**src/rtl/disp_pkg.sv**
```systemverilog
// Shared types and constants for the display scan scheduler.
// Leading-zero blanking helper is only compiled when DISP_SCAN_LZB_EN is defined.
package disp_pkg;

  typedef enum logic [1:0] {
    S_OFF   = 2'd0,
    S_ON    = 2'd1,
    S_BLANK = 2'd2
  } state_e;

  localparam logic [1:0] SLOT_DIG3 = 2'd3;
  localparam logic [1:0] SLOT_DIG0 = 2'd0;

  localparam logic [3:0] AN_DIG3    = 4'b0111;
  localparam logic [3:0] AN_DIG2    = 4'b1011;
  localparam logic [3:0] AN_DIG1    = 4'b1101;
  localparam logic [3:0] AN_DIG0    = 4'b1110;
  localparam logic [3:0] ANODES_OFF = 4'b1111;

  function automatic logic [3:0] anode_pat(input logic [1:0] slot);
    case (slot)
      2'd3:    return AN_DIG3;
      2'd2:    return AN_DIG2;
      2'd1:    return AN_DIG1;
      default: return AN_DIG0;
    endcase
  endfunction

  function automatic logic [3:0] slot_nibble(input logic [15:0] val, input logic [1:0] slot);
    case (slot)
      2'd3:    return val[15:12];
      2'd2:    return val[11:8];
      2'd1:    return val[7:4];
      default: return val[3:0];
    endcase
  endfunction

`ifdef DISP_SCAN_LZB_EN
  // A slot is dark when its digit and every more-significant digit are zero;
  // dig0 is always lit so a zero value still shows "0".
  function automatic logic lz_dark(input logic [15:0] val, input logic [1:0] slot);
    case (slot)
      2'd3:    return (val[15:12] == 4'h0);
      2'd2:    return (val[15:8] == 8'h00);
      2'd1:    return (val[15:4] == 12'h000);
      default: return 1'b0;
    endcase
  endfunction
`endif

endpackage

```
**src/rtl/disp_tick_gen.sv**
```systemverilog
// Slot timer for the display scan scheduler: counts 0..SLOT_DIV-1 while running
// and flags the last lit cycle, the second-to-last and the last cycle of a slot.
module disp_tick_gen #(
  parameter int unsigned SLOT_DIV  = 100000,
  parameter int unsigned BLANK_CYC = 1000
) (
  input  logic disp_clk,
  input  logic reset,
  input  logic run,
  output logic blank_start,
  output logic slot_end,
  output logic pre_end
);

  localparam int CNT_W = $clog2(SLOT_DIV);
  localparam logic [CNT_W-1:0] CNT_BLANK = CNT_W'(SLOT_DIV - BLANK_CYC - 1);
  localparam logic [CNT_W-1:0] CNT_LAST  = CNT_W'(SLOT_DIV - 1);
  localparam logic [CNT_W-1:0] CNT_PRE   = CNT_W'(SLOT_DIV - 2);

  logic [CNT_W-1:0] cnt_q, cnt_d;

  assign blank_start = run && (cnt_q == CNT_BLANK);
  assign slot_end    = run && (cnt_q == CNT_LAST);
  assign pre_end     = run && (cnt_q == CNT_PRE);

  // Counter holds at zero while stopped and wraps at the end of every slot.
  always_comb begin
    cnt_d = cnt_q;
    if (!run || slot_end) cnt_d = '0;
    else                  cnt_d = cnt_q + CNT_W'(1);
  end

  // Slot counter register.
  always_ff @(posedge disp_clk or negedge reset) begin
    if (!reset) cnt_q <= '0;
    else        cnt_q <= cnt_d;
  end

endmodule

```
**src/rtl/disp_scan_scheduler.sv**
```systemverilog
// Multiplexed 4-digit display scan scheduler with a single-entry pending
// register committed only at frame boundaries (tear-free updates).
// Optional leading-zero blanking: define DISP_SCAN_LZB_EN.
//
// state   | meaning
// S_OFF   | scan disabled, anodes dark, counter/slot parked at dig3
// S_ON    | current slot's anode driven, dig_code holds its nibble
// S_BLANK | inter-digit blanking at the end of a slot, anodes dark
module disp_scan_scheduler
  import disp_pkg::*;
#(
  parameter int unsigned SLOT_DIV  = 100000,
  parameter int unsigned BLANK_CYC = 1000
) (
  input  logic        disp_clk,
  input  logic        reset,
  input  logic        en,
  input  logic        in_valid,
  input  logic [15:0] in_data,
  output logic        in_ready,
  output logic [3:0]  anodes,
  output logic [3:0]  dig_code,
  output logic        frame_done
);

  state_e      state_q, state_d;
  logic [1:0]  slot_q, slot_d;
  logic [15:0] disp_q, disp_d;
  logic [15:0] pend_q, pend_d;
  logic        pend_vld_q, pend_vld_d;
  logic        in_ready_q, in_ready_d;
  logic [3:0]  anodes_q, anodes_d;
  logic [3:0]  dig_code_q, dig_code_d;
  logic        frame_done_q, frame_done_d;
  logic        run, blank_start, slot_end, pre_end;
  logic        commit, accept;

  assign run        = en && (state_q != S_OFF);
  assign in_ready   = in_ready_q;
  assign anodes     = anodes_q;
  assign dig_code   = dig_code_q;
  assign frame_done = frame_done_q;

  disp_tick_gen #(
    .SLOT_DIV  (SLOT_DIV),
    .BLANK_CYC (BLANK_CYC)
  ) u_tick (
    .disp_clk    (disp_clk),
    .reset       (reset),
    .run         (run),
    .blank_start (blank_start),
    .slot_end    (slot_end),
    .pre_end     (pre_end)
  );

  // Next-state, handshake and output look-ahead; outputs are registered from
  // the next-state values so they line up with the state they describe.
  always_comb begin
    state_d    = state_q;
    slot_d     = slot_q;
    disp_d     = disp_q;
    pend_d     = pend_q;
    pend_vld_d = pend_vld_q;
    commit     = 1'b0;
    accept     = in_valid && in_ready_q;

    if (!en) begin
      state_d = S_OFF;
      slot_d  = SLOT_DIG3;
    end else begin
      case (state_q)
        S_OFF: begin
          state_d = S_ON;
          slot_d  = SLOT_DIG3;
          commit  = pend_vld_q;
        end
        S_ON: begin
          if (blank_start) state_d = S_BLANK;
        end
        S_BLANK: begin
          if (slot_end) begin
            state_d = S_ON;
            slot_d  = slot_q - 2'd1;
            commit  = pend_vld_q && (slot_q == SLOT_DIG0);
          end
        end
        default: state_d = S_OFF;
      endcase
    end

    // Commit and accept are mutually exclusive: commit needs a full pending
    // register, accept needs an empty one.
    if (commit) begin
      disp_d     = pend_q;
      pend_vld_d = 1'b0;
    end else if (accept) begin
      pend_d     = in_data;
      pend_vld_d = 1'b1;
    end

    in_ready_d   = !pend_vld_d;
    frame_done_d = run && (slot_q == SLOT_DIG0) && pre_end;

    anodes_d = (state_d == S_ON) ? anode_pat(slot_d) : ANODES_OFF;
`ifdef DISP_SCAN_LZB_EN
    if (lz_dark(disp_d, slot_d)) anodes_d = ANODES_OFF;
`endif

    dig_code_d = dig_code_q;
    if (state_d == S_ON && state_q != S_ON) dig_code_d = slot_nibble(disp_d, slot_d);
  end

  // FSM, data and output registers.
  always_ff @(posedge disp_clk or negedge reset) begin
    if (!reset) begin
      state_q      <= S_OFF;
      slot_q       <= SLOT_DIG3;
      disp_q       <= '0;
      pend_q       <= '0;
      pend_vld_q   <= 1'b0;
      in_ready_q   <= 1'b0;
      anodes_q     <= ANODES_OFF;
      dig_code_q   <= '0;
      frame_done_q <= 1'b0;
    end else begin
      state_q      <= state_d;
      slot_q       <= slot_d;
      disp_q       <= disp_d;
      pend_q       <= pend_d;
      pend_vld_q   <= pend_vld_d;
      in_ready_q   <= in_ready_d;
      anodes_q     <= anodes_d;
      dig_code_q   <= dig_code_d;
      frame_done_q <= frame_done_d;
    end
  end

endmodule

```
**config.mk**
```make
export PLATFORM = sky130hd
export DESIGN_NAME = disp_scan_scheduler
export DESIGN_NICKNAME = d
export VERILOG_FILES = /design/src/rtl/disp_pkg.sv /design/src/rtl/disp_tick_gen.sv /design/src/rtl/disp_scan_scheduler.sv
export SDC_FILE = /design/constraint.sdc
export NUM_CORES = 1
export LEC_CHECK = 0
export CAP_MARGIN = 40
export CORE_MARGIN = 5
export CORE_UTILIZATION = 35
export DETAILED_ROUTE_END_ITERATION = 7
export GPL_TIMING_DRIVEN = 0
export PLACE_DENSITY_LB_ADDON = 0.05
export SLEW_MARGIN = 25
export SYNTH_ARGS = -nofsm -noshare
export SYNTH_HDL_FRONTEND = slang
export SYNTH_SLANG_ARGS = --single-unit
```
**constraint.sdc**
```tcl
create_clock -name disp_clk -period 4.42 [get_ports disp_clk]
set_input_delay 0.663 -clock disp_clk [delete_from_list [all_inputs] [get_ports disp_clk]]
set_output_delay 0.663 -clock disp_clk [all_outputs]
set_load 0.01 [all_outputs]
```
==> results.cfg <==
[floorplan]
rows = 33
dieArea_um2 = 10400
io_pins = 30
die_height_um = 102
coreArea_um2 = 8220
fp.dieW_um = 102
start_util_pct = 36.0

[cells_and_area]
syn_to_final_growth_pct = 21.8
design_area_um2 = 3600
drive_gt1_share_pct = 19.3
diodes = 0
final_nets = 319

[worst_hold_path]
hp-class = input pin to async pin

[power]
seq_power_share_pct = 48.4
p_sw_share_pct = 28.9
clockPowerShare_pct = 29.0
vdd_ir_drop_max_mv = 0.210
p_per_area_nw_per_um2 = 479
comb_power_share_pct = 22.5
leakagePower_nw = 1.53
p_int_mw = 1.23
p_switching_mw = 0.498

[global_routing]
grt_pass1_wl_mm = 10.3
grt_overflow = 0
grt.total_usage_pct = 13.2
antenna_found_initial = 0
grt_max_degree = 48
first_global_vias = 1968

[detailed_routing]
drt-pass1-iter-count = 4
drc = 0
vias = 1934
ant_nets = 0
wl_per_cell_um = 15.1
drtIter0Drc = 63
avgViaCountPerCell = 4.76
drt-total-wl_mm = 6.15

[sta]
tns_ns = 0
worstMarginPinSlew_ns = 0.563
finalClockSkew_ns = 0.0113
clock.fmax_ghz = 0.352
grt_setup_unrepaired = no
finalCriticalPeriod_ns = 2.84
maxSlewViolCount = 0
timing.final.hold_violations = 0
setup_viol = 0
finalCritPeriodShare_pct = 64.3
slew_headroom_pct = 62.1

[synth]
synth_area_um2 = 2960
yosysTopAreaCellShare_pct = 49.1
ys_seq_area_share_pct = 54.4
ys_warn_count = 0
yosysUniqueCellTypes = 48
netlist_instances = 255
syn_avg_cell_area_um2 = 11.6
syn_nets = 278
synth_top_cell_by_area = dfrtp_1
async_flop_share_pct = 100
synthTopCellsByArea = dfrtp_1 (49%), mux2_2 (6.1%), mux2i_1 (5.4%), dfstp_2 (5.3%), inv_1 (3.0%)
synth_top_flop_cell = dfrtp_1
ys_seq_elements = 64
synth-edff-count = 0

[clock_tree]
cts_resized = 0
cts_hold_buf = 0
clock_latency_ns = 0.35
clock-sinks = 64
path_clk_slew_ns = 0.08
cts_tree = yes
clock-root-buffer = clkbuf_8
cts-buffers-inserted = 9
cts_setup_buffers = 0
clk_path_buf_depth = 2
htreeDepth = 3

[placed_design]
dp_hpwl_mm = 4.29
place_area_um2 = 3400
numPortBuffers = 29
place_congestion = 0.784

[worst_setup_path]
r2r_start = u_tick.cnt_q[0]
critPathSlowestCell = clkdlybuf4s50_1
critPathRequiredTime_ns = 4.66
r2r_cells = 9
criticalPathCategory = input pin to flop
cp_max_fo = 10
arrival_ns = 3.08
critPathLaunchType = input pin
worst_path_largest_cell_delay_ns = 0.60
reg2reg_slack_ns = 1.61
end_kind = flop
path_cells = clkdlybuf4s50_1 > nand3b_1 > or2_2 > o32ai_1 > buf_4 > buf_6 > mux2i_1 > o22ai_1 > o31a_1
reg2reg_to = dig_code[2]

[run_status]
outcome = completed

[flow_run]
max_cap_violations = 0
[metrics by stage]
| step | hold slack (ns) | cells | total power [mW] | utilization, % | setup slack, ns |
|---|---|---|---|---|---|
| after floorplan | 0.367 | 255 | 1.09 | - | 1.90 |
| after global placement | 0.466 | 389 | 1.24 | 41.1 | 0.411 |
| after detailed placement | 0.469 | 390 | 1.25 | 41.4 | 1.23 |
| after CTS | 0.184 | 406 | 1.75 | 43.8 | 1.61 |
| after global routing | 0.188 | 406 | 1.85 | 43.8 | 1.42 |
| final | 0.180 | 406 | 1.73 | 43.8 | 1.58 |
[how the worst max path moves through the flow]
stage	from	to	slack, ns
after global placement	reset	pend_q[11]	0.41
final	en	dig_code[2]	1.58
after CTS	en	dig_code[2]	1.61
after detailed placement	en	dig_code[2]	1.23
after floorplan	u_tick.cnt_q[8]	dig_code[0]	1.90
after global routing	u_tick.cnt_q[0]	dig_code[2]	1.42
[cells in the mapped netlist, types with 2 or more instances]
cell,n
nor2_1,19
mux2i_1,16
mux2i_4,3
o21ai_1,2
nand3_1,6
o22ai_1,4
xor2_1,9
and3_1,5
buf_6,2
a31oi_1,4
ha_1,3
inv_1,24
or2_2,2
or3_1,5
xnor2_1,3
buf_4,2
nor3_1,5
mux2_2,16
o31a_1,4
dfstp_2,6
a21oi_1,9
dfrtp_1,58
o21ai_0,7
nand4_1,6
nand2_1,12
[per-layer routing]
metal | up-vias | wire (um) | global-route usage (%)
met5 | - | 0 | 0
met1 | 918 | 3340 | 20.4
met4 | 0 | 78 | 5.45
met3 | 8 | 318 | 4.23
li1 | 974 | - | -
met2 | 34 | 2410 | 16.7
[area by class of cell]
type                            instances  area [um2]
Buffer                                  5        41.3
Clock buffer                            9         124
Clock inverter                          7        72.6
Fill cell                             790        4620
Inverter                               25        93.8
Multi-Input combinational cell        161        1210
Sequential cell                        64        1610
Tap cell                              105         131
Timing Repair Buffer                   30         315
[cells in the final DEF (no fill, tap or decap), drive strengths merged, types with 9 or more instances in the layout]
| cell type | Yosys | layout |
|---|---|---|
| dfrtp | 58 | 58 |
| clkdlybuf4s50 | 0 | 28 |
| inv | 24 | 24 |
| nor2 | 19 | 19 |
| mux2i | 19 | 19 |
| mux2 | 16 | 16 |
| nand2 | 12 | 12 |
| a21oi | 10 | 10 |
| clkbuf | 1 | 10 |
| xor2 | 9 | 9 |
| o21ai | 9 | 9 |
[kinds of logic (layout without fill, tap and decap cells)]
logic type / after synthesis / count (layout) / share of synthesized area, %
AOI/OAI and AO/OA: 36 / 36 / 7.53
xor gates and xnor gates: 12 / 12 / 3.56
and+or+nand+nor: 75 / 75 / 14.9
buffers and inverters: 30 / 76 / 4.57
adders and majority gates: 3 / 3 / 1.27
muxes: 35 / 35 / 13.8
DFF: 64 / 64 / 54.4
[power by group through the flow]
stage	clock network, mW	registers [mW]	logic [mW]
2_1_floorplan	0	0.833	0.257
3_3_place_gp	0	0.848	0.389
3_5_place_dp	0	0.850	0.396
4_1_cts	0.518	0.838	0.399
5_1_grt	0.550	0.857	0.441
6_report	0.501	0.836	0.389
[state kept, by name, indices dropped and copies added (netlist names)]
name,count
state_q,2
pend_q,16
frame_done,1
disp_q,16
u_tick.cnt_q,17
pend_vld_q,1
dig_code,4
in_ready,1
anodes,4
slot_q,2
[critical path: cells and delay by family]
family                 cells  cell delay [ns]
muxes                      1             0.37
AOI/OAI and AO/OA          3             0.58
and+or+nand+nor            2             0.40
buffers and inverters      3             1.05
(Power assumes the default switching activity.)
